## config.mk

```make
export PLATFORM = sky130hd
export DESIGN_NAME = serial_vector_adder
export DESIGN_NICKNAME = d
export VERILOG_FILES = /design/src/rtl/vedic_adder_pkg.sv /design/src/rtl/full_adder.sv /design/src/rtl/serial_vector_adder.sv
export SDC_FILE = /design/constraint.sdc
export NUM_CORES = 1
export LEC_CHECK = 0
export ABC_CLOCK_PERIOD_IN_PS = 2029
export CAP_MARGIN = 30
export CORE_ASPECT_RATIO = 1.4
export CORE_UTILIZATION = 53
export CTS_CLUSTER_DIAMETER = 40
export DETAILED_ROUTE_END_ITERATION = 10
export MAX_ROUTING_LAYER = met4
export PLACE_DENSITY = 0.91
export SLEW_MARGIN = 10
export SYNTH_ARGS = -nofsm -noshare
export SYNTH_HDL_FRONTEND = slang
export SYNTH_HIERARCHICAL = 1
export SYNTH_SLANG_ARGS = --single-unit
```

## constraint.sdc

```tcl
create_clock -name clk -period 2.03 [get_ports clk]
set_input_delay 0.406 -clock clk [delete_from_list [all_inputs] [get_ports clk]]
set_output_delay 0.406 -clock clk [all_outputs]
set_load 0.02 [all_outputs]
```

## src/rtl/vedic_adder_pkg.sv

```systemverilog
// Shared definitions for the bit-serial adder: FSM state encoding and default width.
// Latency: n/a (types and constants only).
// Backpressure: n/a.
package vedic_adder_pkg;

  localparam int DEFAULT_WIDTH = 32;

  typedef enum logic [1:0] {
    IDLE  = 2'd0,
    SHIFT = 2'd1,
    DONE  = 2'd2
  } state_t;

endpackage

```

## src/rtl/full_adder.sv

```systemverilog
// One-bit full adder stage used by the serial adder datapath.
// Latency: combinational.
// Backpressure: none.
module full_adder (
  input  logic a,
  input  logic b,
  input  logic cin,
  output logic sum,
  output logic cout
);

  assign sum  = a ^ b ^ cin;
  assign cout = (a & b) | (a & cin) | (b & cin);

endmodule

```

## src/rtl/serial_vector_adder.sv

```systemverilog
// Bit-serial adder: sum = operand_a + operand_b + carry_in, one bit per cycle, LSB first.
// Latency: out_valid rises WIDTH+1 edges after (and counting) the accept edge.
// Backpressure: result held in DONE until out_ready; in_ready only in IDLE, so no overlap.
module serial_vector_adder
  import vedic_adder_pkg::*;
#(
  parameter int WIDTH = DEFAULT_WIDTH
) (
  input  logic             clk,
  input  logic             rst,
  input  logic             in_valid,
  output logic             in_ready,
  input  logic [WIDTH-1:0] operand_a,
  input  logic [WIDTH-1:0] operand_b,
  input  logic             carry_in,
  output logic             out_valid,
  input  logic             out_ready,
  output logic [WIDTH-1:0] sum,
  output logic             carry_out,
  output logic             busy
);

  localparam int                CNT_W    = $clog2(WIDTH);
  localparam logic [CNT_W-1:0]  LAST_BIT = CNT_W'(WIDTH - 1);

  state_t             state;
  logic [WIDTH-1:0]   a_sh;
  logic [WIDTH-1:0]   b_sh;
  logic [WIDTH-1:0]   res_sh;
  logic               carry_q;
  logic [CNT_W-1:0]   bit_cnt;
  logic               fa_sum;
  logic               fa_carry;
  logic [WIDTH-1:0]   res_next;

  // The single adder stage always looks at the current LSBs and the running carry.
  full_adder u_fa (
    .a    (a_sh[0]),
    .b    (b_sh[0]),
    .cin  (carry_q),
    .sum  (fa_sum),
    .cout (fa_carry)
  );

  // New sum bit enters at the MSB so after WIDTH shifts bit 0 lands at position 0.
  assign res_next = {fa_sum, res_sh[WIDTH-1:1]};

  // Control FSM plus datapath; handshake and result outputs are registered here.
  always_ff @(posedge clk) begin
    if (rst) begin
      state     <= IDLE;
      a_sh      <= '0;
      b_sh      <= '0;
      res_sh    <= '0;
      carry_q   <= 1'b0;
      bit_cnt   <= '0;
      in_ready  <= 1'b1;
      out_valid <= 1'b0;
      busy      <= 1'b0;
      sum       <= '0;
      carry_out <= 1'b0;
    end else begin
      case (state)
        IDLE: begin
          if (in_valid) begin
            a_sh     <= operand_a;
            b_sh     <= operand_b;
            carry_q  <= carry_in;
            res_sh   <= '0;
            bit_cnt  <= '0;
            in_ready <= 1'b0;
            busy     <= 1'b1;
            state    <= SHIFT;
          end
        end

        SHIFT: begin
          a_sh    <= a_sh >> 1;
          b_sh    <= b_sh >> 1;
          res_sh  <= res_next;
          carry_q <= fa_carry;
          if (bit_cnt == LAST_BIT) begin
            // Last bit: counter parks at zero rather than stepping past WIDTH-1.
            bit_cnt   <= '0;
            sum       <= res_next;
            carry_out <= fa_carry;
            out_valid <= 1'b1;
            state     <= DONE;
          end else begin
            bit_cnt <= bit_cnt + CNT_W'(1);
          end
        end

        DONE: begin
          if (out_ready) begin
            sum       <= '0;
            carry_out <= 1'b0;
            out_valid <= 1'b0;
            busy      <= 1'b0;
            in_ready  <= 1'b1;
            state     <= IDLE;
          end
        end

        default: begin
          sum       <= '0;
          carry_out <= 1'b0;
          out_valid <= 1'b0;
          busy      <= 1'b0;
          in_ready  <= 1'b1;
          state     <= IDLE;
        end
      endcase
    end
  end

endmodule
```

Word-level counts from Yosys, hierarchy flattened
Index checks and enable logic that the tools add are counted.

word-level totals
  output and inout port bits = 36
  word-level logic and storage cells = 61
  bits in registers = 140

cells by class
  eq/ne operators = 6
  bitwise logic cells = 9
  reduce and logical (&&, ||, !) cells = 6
  multiplexer cells = 28
  add/sub/neg operators = 1

operator list
  operator             count
  $pmux 32 s2          3
  $mux 32              5
  $pmux 32 s3          1
  $pmux 1 s3           4
  $mux 5               2
  $pmux 5 s2           1
  $reduce_and 3->1     3
  $mux 1               7
  $mux 2               3
  $ne 2x2->1 const B   3
  $pmux 2 s3           1
  $add 5x1->5 const B  1
  $eq 5x5->1 const B   1
  $and 1x1->1          3
  $eq 2x1->1 const B   1
  $eq 2x2->1 const B   1
  $logic_not 2->1      1
  $not 1->1            2
  $or 1x1->1           2
  $pmux 1 s2           1
  $reduce_and 2->1     1
  $reduce_bool 2->1    1
  $xor 1x1->1          2

Depth between registers and ports, before layout
  depth after elaboration = 5
  mapped depth = 8

Hierarchy
The synthesis kept the hierarchy.

modules (own cells, without submodules)
  module               area each (µm²)  cells an instance  instances
  serial_vector_adder  5871.9           598                1
  full_adder           20.0             1                  1

Worst setup path before layout
OpenSTA, ideal clock, no wires.

  path type = reg2reg
  from = register bit_cnt[0]
  to = register carry_out
  required time = 1.960 ns
  path slack = 0.323 ns
  stages on the path, launching flop included = 8
  arrival = 1.637 ns
  period minus slack after synthesis = 1.707 ns
  path through = dfxtp_1 ha_1 and3_1 ha_1 nor2_1 clkbuf_1 o21ai_0 a21oi_1

between the ends
  cells in the longest elaborated chain, start to end = 3

RTL lines
  element                            RTL line                   RTL
  start, declared                    serial_vector_adder.sv:31  logic [CNT_W-1:0] bit_cnt;
  start signal, assigned             serial_vector_adder.sv:90  bit_cnt <= bit_cnt + CNT_W'(1);
  $eq 5x5->1                         serial_vector_adder.sv:82  if (bit_cnt == LAST_BIT) begin
  $ne 2x2->1 (no source line)        n/a
  $reduce_and 3->1 (no source line)  n/a
  end signal, assigned               serial_vector_adder.sv:86  carry_out <= fa_carry;
  end, declared                      serial_vector_adder.sv:19  output logic carry_out,

Every way passes these cells.
A chain may end at the register's enable or synchronous reset.

Final worst setup path
  from = register bit_cnt[0]
  to = register sum[17]

between the ends
  cells in the longest elaborated chain, start to end = 3

RTL lines
  element                            RTL line                   RTL
  $eq 5x5->1                         serial_vector_adder.sv:82
  $ne 2x2->1 (no source line)        n/a
  $reduce_and 3->1 (no source line)  n/a
  end signal, assigned               serial_vector_adder.sv:85  sum <= res_next;
  end, declared                      serial_vector_adder.sv:18  output logic [WIDTH-1:0] sum,

Every way passes these cells.

==> impl_metrics.env <==
export IMPL_num_antenna_cells=0
export IMPL_endpoint_kind="flop"
export IMPL_peakVddDrop_mv=0.644
export IMPL_post_dp_cell_area_mm2=0.00705
export IMPL_grt_pass1_vias=4682
export IMPL_synth_compound_area_share_pct=25.5
export IMPL_netlist_instances=599
export IMPL_critPathSlowestCell="dfxtp_1"
export IMPL_slew_viol_final=0
export IMPL_hold_class="flop to flop"
export IMPL_r2r_cells=7
export IMPL_stdcell_count=840
export IMPL_via_count=4708
export IMPL_cts_setup_buffers=0
export IMPL_cp_max_fo=34
export IMPL_synth_top_cell_by_area="dfxtp_1"
export IMPL_path_buf_inv=1
export IMPL_numCtsBuffers=17
export IMPL_syn_to_final_growth_pct=29.6
export IMPL_synth_seq_cells=139
export IMPL_crit_family="simple AND/OR/NAND/NOR gates"
export IMPL_period_share_pct=89.5
export IMPL_cts_resized=0
export IMPL_yosys_area_share_simple_pct=10.0
export IMPL_hold_buffers=0
export IMPL_drt_iter0_drc=213
export IMPL_crit_path_frequent_cell="ha_1"
export IMPL_die_h_um=127
export IMPL_yosysSeqAreaShare_pct=47.2
export IMPL_synth_xor_area_share_pct=0
export IMPL_drc=0
export IMPL_drive_above_1_share_pct=17.0
export IMPL_slew_headroom_pct=47.4
export IMPL_worstSkewPairLatency_ns=0.41
export IMPL_tritoncts="yes"
export IMPL_synth_ff_type="dfxtp_1"
export IMPL_dr_pass1_iters=5
export IMPL_overflow=0
export IMPL_arrival_ns=2.15
export IMPL_viasPerCell=5.60
export IMPL_power_total_mw=6.68
export IMPL_htreeDepth=4
export IMPL_ios=105
export IMPL_start_util_pct=54.5
export IMPL_grt_setup_unrepaired="no"
export IMPL_route_detailed_wl_per_inst_um=15.4
export IMPL_hold_viol=0
export IMPL_fmax_ghz=0.550
export IMPL_start_kind="flop"
export IMPL_synth_edff_count=0
export IMPL_period_minus_slack_ns=1.82
export IMPL_power_density_mw_per_mm2=875
export IMPL_required_ns=2.36
export IMPL_dp_hpwl_mm=8.41
export IMPL_synth_top_area_share_pct=47.2
export IMPL_coreArea_mm2=0.0108
export IMPL_ys_async_sr_fraction_pct=0
export IMPL_cp_depth=7
export IMPL_clkSlewWorstSetupHoldPaths_ns=0.06
export IMPL_cts_sinks=139
export IMPL_detail_route_antenna_nets=0
export IMPL_antenna_found_initial=0
export IMPL_grt_max_degree=73
export IMPL_tightest_slew_ns=0.788
export IMPL_setup_viol=0
export IMPL_synth_cell_types=34
export IMPL_post_route_cell_area_mm2=0.00764
export IMPL_globalplace_congestion=0.826
export IMPL_row_count=45
export IMPL_tns_ns=0
export IMPL_finalClockSkew_ns=0.00860
export IMPL_synth_area_mm2=0.00589
export IMPL_crit_chain="ha_1 > and3_1 > ha_1 > and3b_1 > buf_12 > nand2_1 > a21oi_1"
export IMPL_cap_violations=0
export IMPL_fill_cells=772
export IMPL_power_leakage_nw=2.80
export IMPL_status="complete, no violations"
export IMPL_ys_warn_count=6
export IMPL_whs_path_depth=2
export IMPL_io_buffers=104
export IMPL_dp_cells=808
export IMPL_clockBufferDepth=2
export IMPL_synth_fp_nets=671
export IMPL_grt_pass1_wl_mm=21.3
export IMPL_cts_root_buf="clkbuf_16"
export IMPL_track_usage_pct=23.4
export IMPL_synth_fa_ha_area_share_pct=0.764
export IMPL_die_w_um=91.1
export IMPL_wl_mm=12.9
export IMPL_crit_type="flop to flop"
export IMPL_syn_avg_cell_area_um2=9.84
export IMPL_whs_ns=0.472
export IMPL_synth_top_family_by_area="compound AO/OA/AOI/OAI gates"
export IMPL_max_stage_delay_ns=0.38
export IMPL_layout_nets=758
export IMPL_ys_top_cells_by_area="dfxtp_1 (47%), a211oi_2 (13%), mux2i_1 (11%)"
export IMPL_synthMuxAreaShare_pct=10.7
export IMPL_dieArea_mm2=0.0115
-- synth_stat cells, types with 3 or more instances --
master    number
dfxtp_1      139
nor2_1       102
mux2i_1       63
a211oi_2      60
a21oi_1       39
a22oi_1       34
nand2_1       33
o21ai_0       28
buf_2         23
clkbuf_1      19
o21ai_1       11
buf_6          9
inv_1          5
buf_4          4
nor2b_1        4
a211oi_1       3
nand3_1        3
-- through the flow --
stage | setup slack [ns] | util (%)
final | 0.213 | 70.7
after global placement | 0.0797 | 65.0
after floorplan | 0.323 | -
after CTS | 0.180 | 70.7
after global routing | 0.0927 | 70.7
after detailed placement | -0.0649 | 65.2
-- path summary, 6_finish.rpt --
| kind | from | to | slack, ns |
|---|---|---|---|
| min reg2reg | sum[21] | sum[21] | 0.47 |
| min | sum[21] | sum[21] | 0.47 |
| max | bit_cnt[0] | sum[17] | 0.21 |
| max reg2reg | bit_cnt[0] | sum[17] | 0.21 |
-- routing by layer --
metal / share of wire (%) / global-route usage [%] / vias to the layer above
li1: - / - / 2308
met1: 41 / 25.7 / 2251
met2: 53 / 41.7 / 125
met3: 3.8 / 4.56 / 24
met4: 1.9 / 8.96 / 0
met5: 0 / - / -
-- worst reg2reg max path, delay by kind of cell (launching register included) --
kind	cells	cell delay, ns
compound gates	1	0.17
fa+ha+maj	2	0.49
buf+inv	1	0.20
flops	1	0.38
simple gates	3	0.51
-- registers in the layout, summed over array words and instances (netlist names) --
signal	flops
carry_out	1
out_valid	1
bit_cnt	5
carry_q	1
b_sh	32
a_sh	32
in_ready	1
res_sh	31
sum	32
state	2
busy	1
-- cell type report --
class | instances | area [um2] | share of cell area [%]
timing repair buffer | 124 | 1280 | 16.8
tap | 141 | 176 | 2.31
multi-input combinational | 399 | 2780 | 36.4
clock inverter | 14 | 141 | 1.85
clock buffer | 18 | 450 | 5.90
inverter | 5 | 18.8 | 0.246
sequential | 139 | 2790 | 36.5
-- report_power, final --
part / switching (mW) / leakage (nW) / internal (mW)
registers: 0.0685 / 1.14 / 2.85
logic: 0.376 / 1.37 / 0.366
clock network: 1.31 / 0.290 / 1.71
total: 1.75 / 2.80 / 4.93
-- kinds of logic after synthesis --
kind of cell    after synthesis
mux                          63
buf+inv                      61
flops                       139
simple gates                149
compound gates              184
fa+ha+maj                     3
-- cell usage in the layout (no fill, tap or decap), types with 7 or more instances in the layout --
master	count
buf_4	13
mux2i_1	63
dfxtp_1	138
a211oi_2	60
a22oi_1	34
buf_12	7
nand2_1	33
a21oi_1	39
nor2_1	102
clkdlybuf4s50_1	103
o21ai_1	11
o21ai_0	28
clkbuf_16	18
No activity file was read; power rests on OpenSTA's default activity.
